`config.mk`:
```
export PLATFORM = sky130hd
export DESIGN_NAME = tri_bus_serializer
export DESIGN_NICKNAME = d
export VERILOG_FILES = /design/src/rtl/tri_bus_pkg.sv /design/src/rtl/tx_shift_reg.sv /design/src/rtl/tri_bus_serializer.sv
export SDC_FILE = /design/constraint.sdc
export NUM_CORES = 1
export LEC_CHECK = 0
export CAP_MARGIN = 20
export CORE_ASPECT_RATIO = 0.5
export CORE_MARGIN = 5
export CORE_UTILIZATION = 50
export CTS_CLUSTER_DIAMETER = 120
export CTS_CLUSTER_SIZE = 14
export DETAILED_ROUTE_END_ITERATION = 10
export HOLD_SLACK_MARGIN = 0.02
export PLACE_DENSITY_LB_ADDON = 0.2
export SYNTH_ARGS = -nofsm -noshare
export SYNTH_HDL_FRONTEND = slang
export SYNTH_HIERARCHICAL = 1
export SYNTH_SLANG_ARGS = --single-unit
```
`constraint.sdc`:
```
create_clock -name CLK -period 2.4 [get_ports CLK]
set_input_delay 0.48 -clock CLK [delete_from_list [all_inputs] [get_ports CLK]]
set_output_delay 0.48 -clock CLK [all_outputs]
set_load 0.02 [all_outputs]
```
`src/rtl/tri_bus_pkg.sv`:
```
// Shared types and constants for the tristate bus serializer.
package tri_bus_pkg;

  typedef enum logic [2:0] {
    ST_IDLE,
    ST_REQ,
    ST_START,
    ST_DATA,
    ST_PARITY,
    ST_STOP,
    ST_GAP
  } state_t;

  // Line level while the driver is released (and the stop-bit level).
  localparam logic BUS_IDLE_LEVEL = 1'b1;
  localparam logic START_LEVEL    = 1'b0;

  // Shared bit/gap counter width: covers WIDTH-1 <= 31 and GAP-1 <= 14.
  localparam int CNT_W = 6;

  // Number of cycles BUS_EN stays high for one complete frame.
  function automatic int frame_len(input int width, input int parity_en);
    return 2 + width + parity_en;
  endfunction

endpackage

```
`src/rtl/tx_shift_reg.sv`:
```
// WIDTH-bit right-shifting transmit register with parity latched at load.
module tx_shift_reg #(
  parameter int WIDTH = 8
) (
  input  logic             CLK,
  input  logic             RSTN,
  input  logic             load,
  input  logic             shift,
  input  logic [WIDTH-1:0] din,
  output logic             sout,
  output logic             parity
);

  logic [WIDTH-1:0] sr_q;
  logic             par_q;

  // Load wins over shift; parity is taken from the whole word at load
  // time because the register contents are consumed as bits go out.
  always_ff @(posedge CLK or negedge RSTN) begin
    if (!RSTN) begin
      sr_q  <= '0;
      par_q <= 1'b0;
    end else if (load) begin
      sr_q  <= din;
      par_q <= ^din;
    end else if (shift) begin
      sr_q  <= sr_q >> 1;
    end
  end

  assign sout   = sr_q[0];
  assign parity = par_q;

endmodule

```
`src/rtl/tri_bus_serializer.sv`:
```
// Framed parallel-to-serial transmitter for one line of a shared tristate
// bus. BUS_DATA/BUS_EN feed the A/EN pins of the bus driver directly.
module tri_bus_serializer
  import tri_bus_pkg::*;
#(
  parameter int WIDTH     = 8,
  parameter int PARITY_EN = 1,
  parameter int GAP       = 2
) (
  input  logic             CLK,
  input  logic             RSTN,
  input  logic [WIDTH-1:0] DIN,
  input  logic             DIN_VALID,
  output logic             DIN_READY,
  output logic             BUS_REQ,
  input  logic             BUS_GNT,
  output logic             BUS_EN,
  output logic             BUS_DATA,
  output logic             BUSY,
  output logic             DONE,
  output logic             ABORT
);

  localparam logic [CNT_W-1:0] LAST_BIT = CNT_W'(WIDTH - 1);
  localparam logic [CNT_W-1:0] LAST_GAP = CNT_W'(GAP - 1);

  state_t           state_q, state_d;
  logic [CNT_W-1:0] cnt_q, cnt_d;
  logic             sr_load, sr_shift, sr_sout, sr_par;
  logic             rdy_d, req_d, en_d, dat_d, busy_d, done_d, abort_d;

  tx_shift_reg #(.WIDTH(WIDTH)) u_sr (
    .CLK    (CLK),
    .RSTN   (RSTN),
    .load   (sr_load),
    .shift  (sr_shift),
    .din    (DIN),
    .sout   (sr_sout),
    .parity (sr_par)
  );

  // Next state plus next output values; outputs are derived from the next
  // state so every port comes straight off a flop.
  always_comb begin
    state_d  = state_q;
    cnt_d    = cnt_q;
    sr_load  = 1'b0;
    sr_shift = 1'b0;
    done_d   = 1'b0;
    abort_d  = 1'b0;
    case (state_q)
      ST_IDLE: begin
        if (DIN_VALID && DIN_READY) begin
          sr_load = 1'b1;
          state_d = ST_REQ;
        end
      end
      ST_REQ: begin
        if (BUS_GNT) state_d = ST_START;
      end
      ST_START: begin
        if (!BUS_GNT) abort_d = 1'b1;
        else begin
          state_d  = ST_DATA;
          cnt_d    = '0;
          sr_shift = 1'b1;
        end
      end
      ST_DATA: begin
        if (!BUS_GNT) abort_d = 1'b1;
        else if (cnt_q == LAST_BIT) state_d = (PARITY_EN != 0) ? ST_PARITY : ST_STOP;
        else begin
          cnt_d    = cnt_q + CNT_W'(1);
          sr_shift = 1'b1;
        end
      end
      ST_PARITY: begin
        if (!BUS_GNT) abort_d = 1'b1;
        else state_d = ST_STOP;
      end
      ST_STOP: begin
        if (!BUS_GNT) abort_d = 1'b1;
        else done_d = 1'b1;
      end
      ST_GAP: begin
        if (cnt_q == LAST_GAP) state_d = ST_IDLE;
        else cnt_d = cnt_q + CNT_W'(1);
      end
      default: state_d = ST_IDLE;
    endcase

    // Completed and aborted frames both release the bus into the guard gap.
    if (done_d || abort_d) begin
      state_d = (GAP == 0) ? ST_IDLE : ST_GAP;
      cnt_d   = '0;
    end

    rdy_d  = (state_d == ST_IDLE);
    busy_d = !rdy_d;
    en_d   = (state_d == ST_START) || (state_d == ST_DATA) ||
             (state_d == ST_PARITY) || (state_d == ST_STOP);
    req_d  = en_d || (state_d == ST_REQ);
    case (state_d)
      ST_START:  dat_d = START_LEVEL;
      ST_DATA:   dat_d = sr_sout;
      ST_PARITY: dat_d = sr_par;
      default:   dat_d = BUS_IDLE_LEVEL;
    endcase
  end

  // State, counter and registered outputs; reset releases the bus at once.
  always_ff @(posedge CLK or negedge RSTN) begin
    if (!RSTN) begin
      state_q   <= ST_IDLE;
      cnt_q     <= '0;
      DIN_READY <= 1'b1;
      BUS_REQ   <= 1'b0;
      BUS_EN    <= 1'b0;
      BUS_DATA  <= BUS_IDLE_LEVEL;
      BUSY      <= 1'b0;
      DONE      <= 1'b0;
      ABORT     <= 1'b0;
    end else begin
      state_q   <= state_d;
      cnt_q     <= cnt_d;
      DIN_READY <= rdy_d;
      BUS_REQ   <= req_d;
      BUS_EN    <= en_d;
      BUS_DATA  <= dat_d;
      BUSY      <= busy_d;
      DONE      <= done_d;
      ABORT     <= abort_d;
    end
  end

endmodule

```
Word-level counts from Yosys, hierarchy flattened
Cells that the tools add are included.
- flip-flop bits (word level): 25
- latch bits: 0
- RAM bits: 0
- bits in read-only memories: 0
- input port bits: 12
- memories kept: 0
- $add $sub $neg: 1
- multipliers: 0
- div/mod/pow operators: 0
- magnitude comparators: 0
- equality and inequality tests: 17
- shift operators: 0
- mux-type cells: 27
- bitwise operators: 0
- reduce and logical (&&, ||, !) cells: 14
- operator list (operator ; count):
    6-bit 2-to-1 mux ; 5
    3-bit 2-to-1 mux ; 8
    3-bit case mux with 7 select lines ; 1
    6-bit case mux with 3 select lines ; 1
    8-bit 2-to-1 mux ; 2
    3-bit == test, second input constant ; 5
    3-bit by 2-bit == test with 1-bit output, second input constant ; 4
    3-bit inequality test, second input constant ; 4
    1-bit 2-to-1 mux ; 8
    8-bit XOR reduction ; 1
    6-bit by 1-bit adder with 6-bit output, second input constant ; 1
    3-bit by 1-bit == test with 1-bit output, second input constant ; 2
    6-bit by 1-bit == test with 1-bit output, second input constant ; 1
    6-bit by 3-bit == test with 1-bit output, second input constant ; 1
    3-bit logical NOT ; 2
    1-bit logical OR ; 5
    5-bit AND reduction ; 1
    4-bit nonzero test ; 1
    4-bit OR reduction ; 1
    1-bit case mux with 3 select lines ; 1
    1-bit case mux with 2 select lines ; 1
    2-bit nonzero test ; 1
    1-bit logical AND ; 1
    1-bit logical NOT ; 1

Depth between registers and ports, before layout
- word-level depth: 10
- mapped depth: 7
- depth with buffers taken out: 6

By module
Netlist, hierarchy kept.
- modules (own cells, without submodules) (module ; times used ; cells an instance ; area an instance (um^2) ; sequential area each (um^2)):
    tri_bus_serializer ; 1 ; 98 ; 954.7 ; 402.9
    tx_shift_reg ; 1 ; 45 ; 455.4 ; 225.2

Least setup slack after synthesis
No wires, ideal clock.
- path kind: reg2reg
- from: reg cnt_q[0]
- to: reg u_sr.sr_q[0]
- setup time: 132 ps
- data arrival time: 1823 ps
- data required time: 2268 ps
- setup slack: 445 ps
- stages on the path, launching flop included: 8
- path buffers: 2
- path through: dfrtp_1 > ha_1 > and3_4 > buf_6 > a2111oi_2 > buf_2 > mux2i_1 > o21ai_0
- word-level cells in the longest chain between the ends: 5
- RTL lines (element ; RTL line ; source):
    start: declaration ; tri_bus_serializer.sv:28 ; logic [CNT_W-1:0] cnt_q, cnt_d;
    start signal: assignment ; tri_bus_serializer.sv:125 ; cnt_q <= cnt_d;
    6-bit by 3-bit == test with 1-bit output ; tri_bus_serializer.sv:71 ; else if (cnt_q == LAST_BIT) state_d = (PARITY_EN != 0) ? ST_PARITY : ST_STOP;
    1-bit 2-to-1 mux ; tri_bus_serializer.sv:71 ;
    1-bit 2-to-1 mux ; tri_bus_serializer.sv:70 ; if (!BUS_GNT) abort_d = 1'b1;
    1-bit case mux with 2 select lines ; tri_bus_serializer.sv:51 ; case (state_q)
    named net sr_shift ; tri_bus_serializer.sv:29 ; logic sr_load, sr_shift, sr_sout, sr_par;
    2-bit nonzero test (no source line) ; -- ;
    end signal: assignment ; tx_shift_reg.sv:24 ; sr_q <= din;
    end signal: assignment ; tx_shift_reg.sv:27 ; sr_q <= sr_q >> 1;
    end: declaration ; tx_shift_reg.sv:14 ; logic [WIDTH-1:0] sr_q;
The timed path passes the listed nets, and every way through them passes these cells.
A chain may end at the register's enable or synchronous reset.

Worst setup path after layout
- from: reg DIN_READY
- to: out DIN_READY
- RTL lines (element ; RTL line ; source):
    start: declaration ; tri_bus_serializer.sv:14 ; output logic DIN_READY,
    start signal: assignment ; tri_bus_serializer.sv:126 ; DIN_READY <= rdy_d;
No word-level cell between the ends.

==> metrics.csv <==
metric,value,unit
die_height,47.6,um
clkPwrFrac,14.2,%
place_area,0.00162,mm^2
clk_latency,0.27,ns
grt_pass1_vias,1034,
synth-seq-cells,25,
routed_wl,2.77,mm
setup_violations,0,
dr.pass1.iters,5,
cpMaxStageDelayCell,clkdlybuf4s50_1,
p_int,1.07,mW
drive_gt1_share,11.9,%
antenna_cells,0,
cp.required,1.92,ns
p_switching,0.753,mW
period_minus_slack,1.92,ns
dp_slack,0.308,ns
startpoint_type,flip-flop,
ant_nets,0,
avgViaCountPerCell,5.57,
cap_violations,0,
clock-sinks,25,
syn_area_per_cell,9.86,um^2
routedWlPerCell,14.1,um
clkTransAtPathRegs,0.09,ns
fin_area,0.00167,mm^2
dp_hpwl,2.02,mm
hold_class,reg -> reg,
async_reset_ff_share,100,%
tightest_slew,0.521,ns
worstPathArrival,1.44,ns
synth_seq_area_share,44.5,%
cts_made_buffers,3,
hold_viol,0,
postCtsSetupBuffers,0,
cts.htree.levels,1,
path_cells,clkdlybuf4s50_1,
critPathKind,reg -> out,
ys_types,45,
endpoint_kind,primary output,
status,completed,
report.final.slew_viol_count,0,
grt_pass1_wl,4.73,mm
routed-via-count,1097,
syn_nets,157,
maxSlewHeadroom,65.3,%
cts_tree,yes,
setup_ws,0.482,ns
cp_top_family,buffers and inverters,
synthTopCellsByArea,"dfrtp_1 41%, mux2i_1 5.7%, xnor2_1 5.0%",
area_growth,18.3,%
cts_resized,0,
syn_inst,143,
routabilityCongestion,0.913,
antenna_found_initial,0,
io_pins,19,
synth-edff-count,0,
die_area,0.00405,mm^2
ctsRootBufferMaster,clkbuf_8,
leakage,0.674,nW
io_buffers,18,
hold_buffers,0,
drtIter0Drc,77,
ir_drop,0.000465,V
setup_tns,0,ns
synth_area,0.00141,mm^2
hold_slack,0.535,ns
fmax,521,MHz
clock-skew-final,0.00352,ns
synth_top_cell_by_area,dfrtp_1,
fill_cells,232,
grt_overflow,0,
rows,13,
powerDensity,1090,mW/mm^2
grt_setup_unrepaired,false,
final_nets,175,
grt_max_degree,26,
path_buf_inv,1,
min_period_over_period,79.9,%
power_frac_seq,41.0,%
initial_core_util,53.2,%
cp_max_fo,3,
critical-path-max-stage-delay,0.61,ns
yosys_warnings,6,
p_sw_share,41.3,%
grt_use_total,15.2,%
coreArea,0.00265,mm^2
clockBufferDepth,2,
fp.dieW,85.1,um
combPwrFrac,44.8,%
synth_top_cell_area_share,40.8,%
synth_ff_type,dfrtp_1,
drc,0,
[power groups by stage]
stage / sequential [mW] / clock [mW] / combinational, mW
finish: 0.747 / 0.259 / 0.816
global route: 0.784 / 0.283 / 0.891
CTS: 0.747 / 0.267 / 0.816
detailed placement: 0.757 / 0 / 0.808
global placement: 0.748 / 0 / 0.789
floorplan: 0.717 / 0 / 0.599
[registers in the layout (all words and copies together), names as in the netlist]
register,cells
u_sr/sr_q,8
cnt_q,6
state_q,3
ABORT,1
BUSY,1
BUS_DATA,1
BUS_EN,1
BUS_REQ,1
DIN_READY,1
DONE,1
u_sr/parity,1
[per-stage QoR]
step,power (mW),utilization (%),instances
4_1_cts,1.83,62.9,197
6_report,1.82,62.9,197
2_1_floorplan,1.32,-,143
5_1_grt,1.96,62.9,197
3_5_place_dp,1.57,61.1,193
3_3_place_gp,1.54,61.1,193
[cell type report]
cell class	instances	area, um^2	area share [%]
Clock inverter	1	7.51	0.450
Clock buffer	3	41.3	2.48
Inverter	7	26.3	1.58
Timing Repair Buffer	22	210	12.6
Sequential cell	25	628	37.7
Multi-Input combinational cell	102	708	42.5
Tap cell	37	46.3	2.78
[cells in the mapped netlist, types with 2 or more instances]
| library cell | instances |
|---|---|
| a21oi_1 | 7 |
| or3_1 | 3 |
| xnor2_1 | 8 |
| nand3_1 | 5 |
| nor2_1 | 6 |
| mux2i_1 | 8 |
| clkbuf_1 | 2 |
| a21o_1 | 3 |
| ha_1 | 2 |
| dfstp_2 | 2 |
| o22a_1 | 2 |
| nand2b_1 | 2 |
| nor3_1 | 3 |
| buf_2 | 5 |
| nand4_1 | 2 |
| nand2_1 | 12 |
| o21a_1 | 3 |
| and3_2 | 2 |
| o21ai_0 | 11 |
| inv_1 | 7 |
| dfrtp_1 | 23 |
| nand3b_1 | 2 |
[cells by family (layout without fill, tap and decap cells)]
logic type	count (synthesis)	count (layout)	share of synthesized area, %
XOR/XNOR	8	8	4.97
multiplexers	8	8	5.68
buffers and inverters	16	33	5.24
AO/OA/AOI/OAI	42	42	20.9
adder cells (fa/ha/maj)	2	2	1.77
AND/OR/NAND/NOR	42	42	16.9
flip-flops	25	25	44.5
[path summary, 6_finish.rpt]
kind	start	end	slack [ns]	cells past startpoint
max in group asynchronous	RSTN	BUS_DATA	1.55	2
setup reg to reg	cnt_q[0]	u_sr/sr_q[6]	0.56	6
setup / recovery	DIN_READY	DIN_READY	0.48	1
min in group asynchronous	RSTN	BUSY	0.55	2
hold reg to reg	u_sr/parity	BUS_DATA	0.53	1
hold / removal	u_sr/parity	BUS_DATA	0.53	1
[layer usage]
metal | wire length, um | vias to the layer above | GRT usage [%]
met5 | 0 | - | 0
met4 | 13 | 0 | 3.47
met3 | 119 | 4 | 4.64
met2 | 1280 | 23 | 28.1
met1 | 1360 | 518 | 18.2
li1 | - | 552 | -
[layout by cell type, fill, tap and decap left out, types with 3 or more instances in the layout]
cell,n
clkdlybuf4s50_1,18
nand2_1,12
o21ai_0,11
nor2_1,6
inv_1,7
a21o_1,3
nor3_1,3
dfrtp_1,23
a21oi_1,7
xnor2_1,8
buf_4,4
nand3_1,5
or3_1,3
o21a_1,3
mux2i_1,8
clkbuf_8,3
Power figures use the tool's default switching activity.
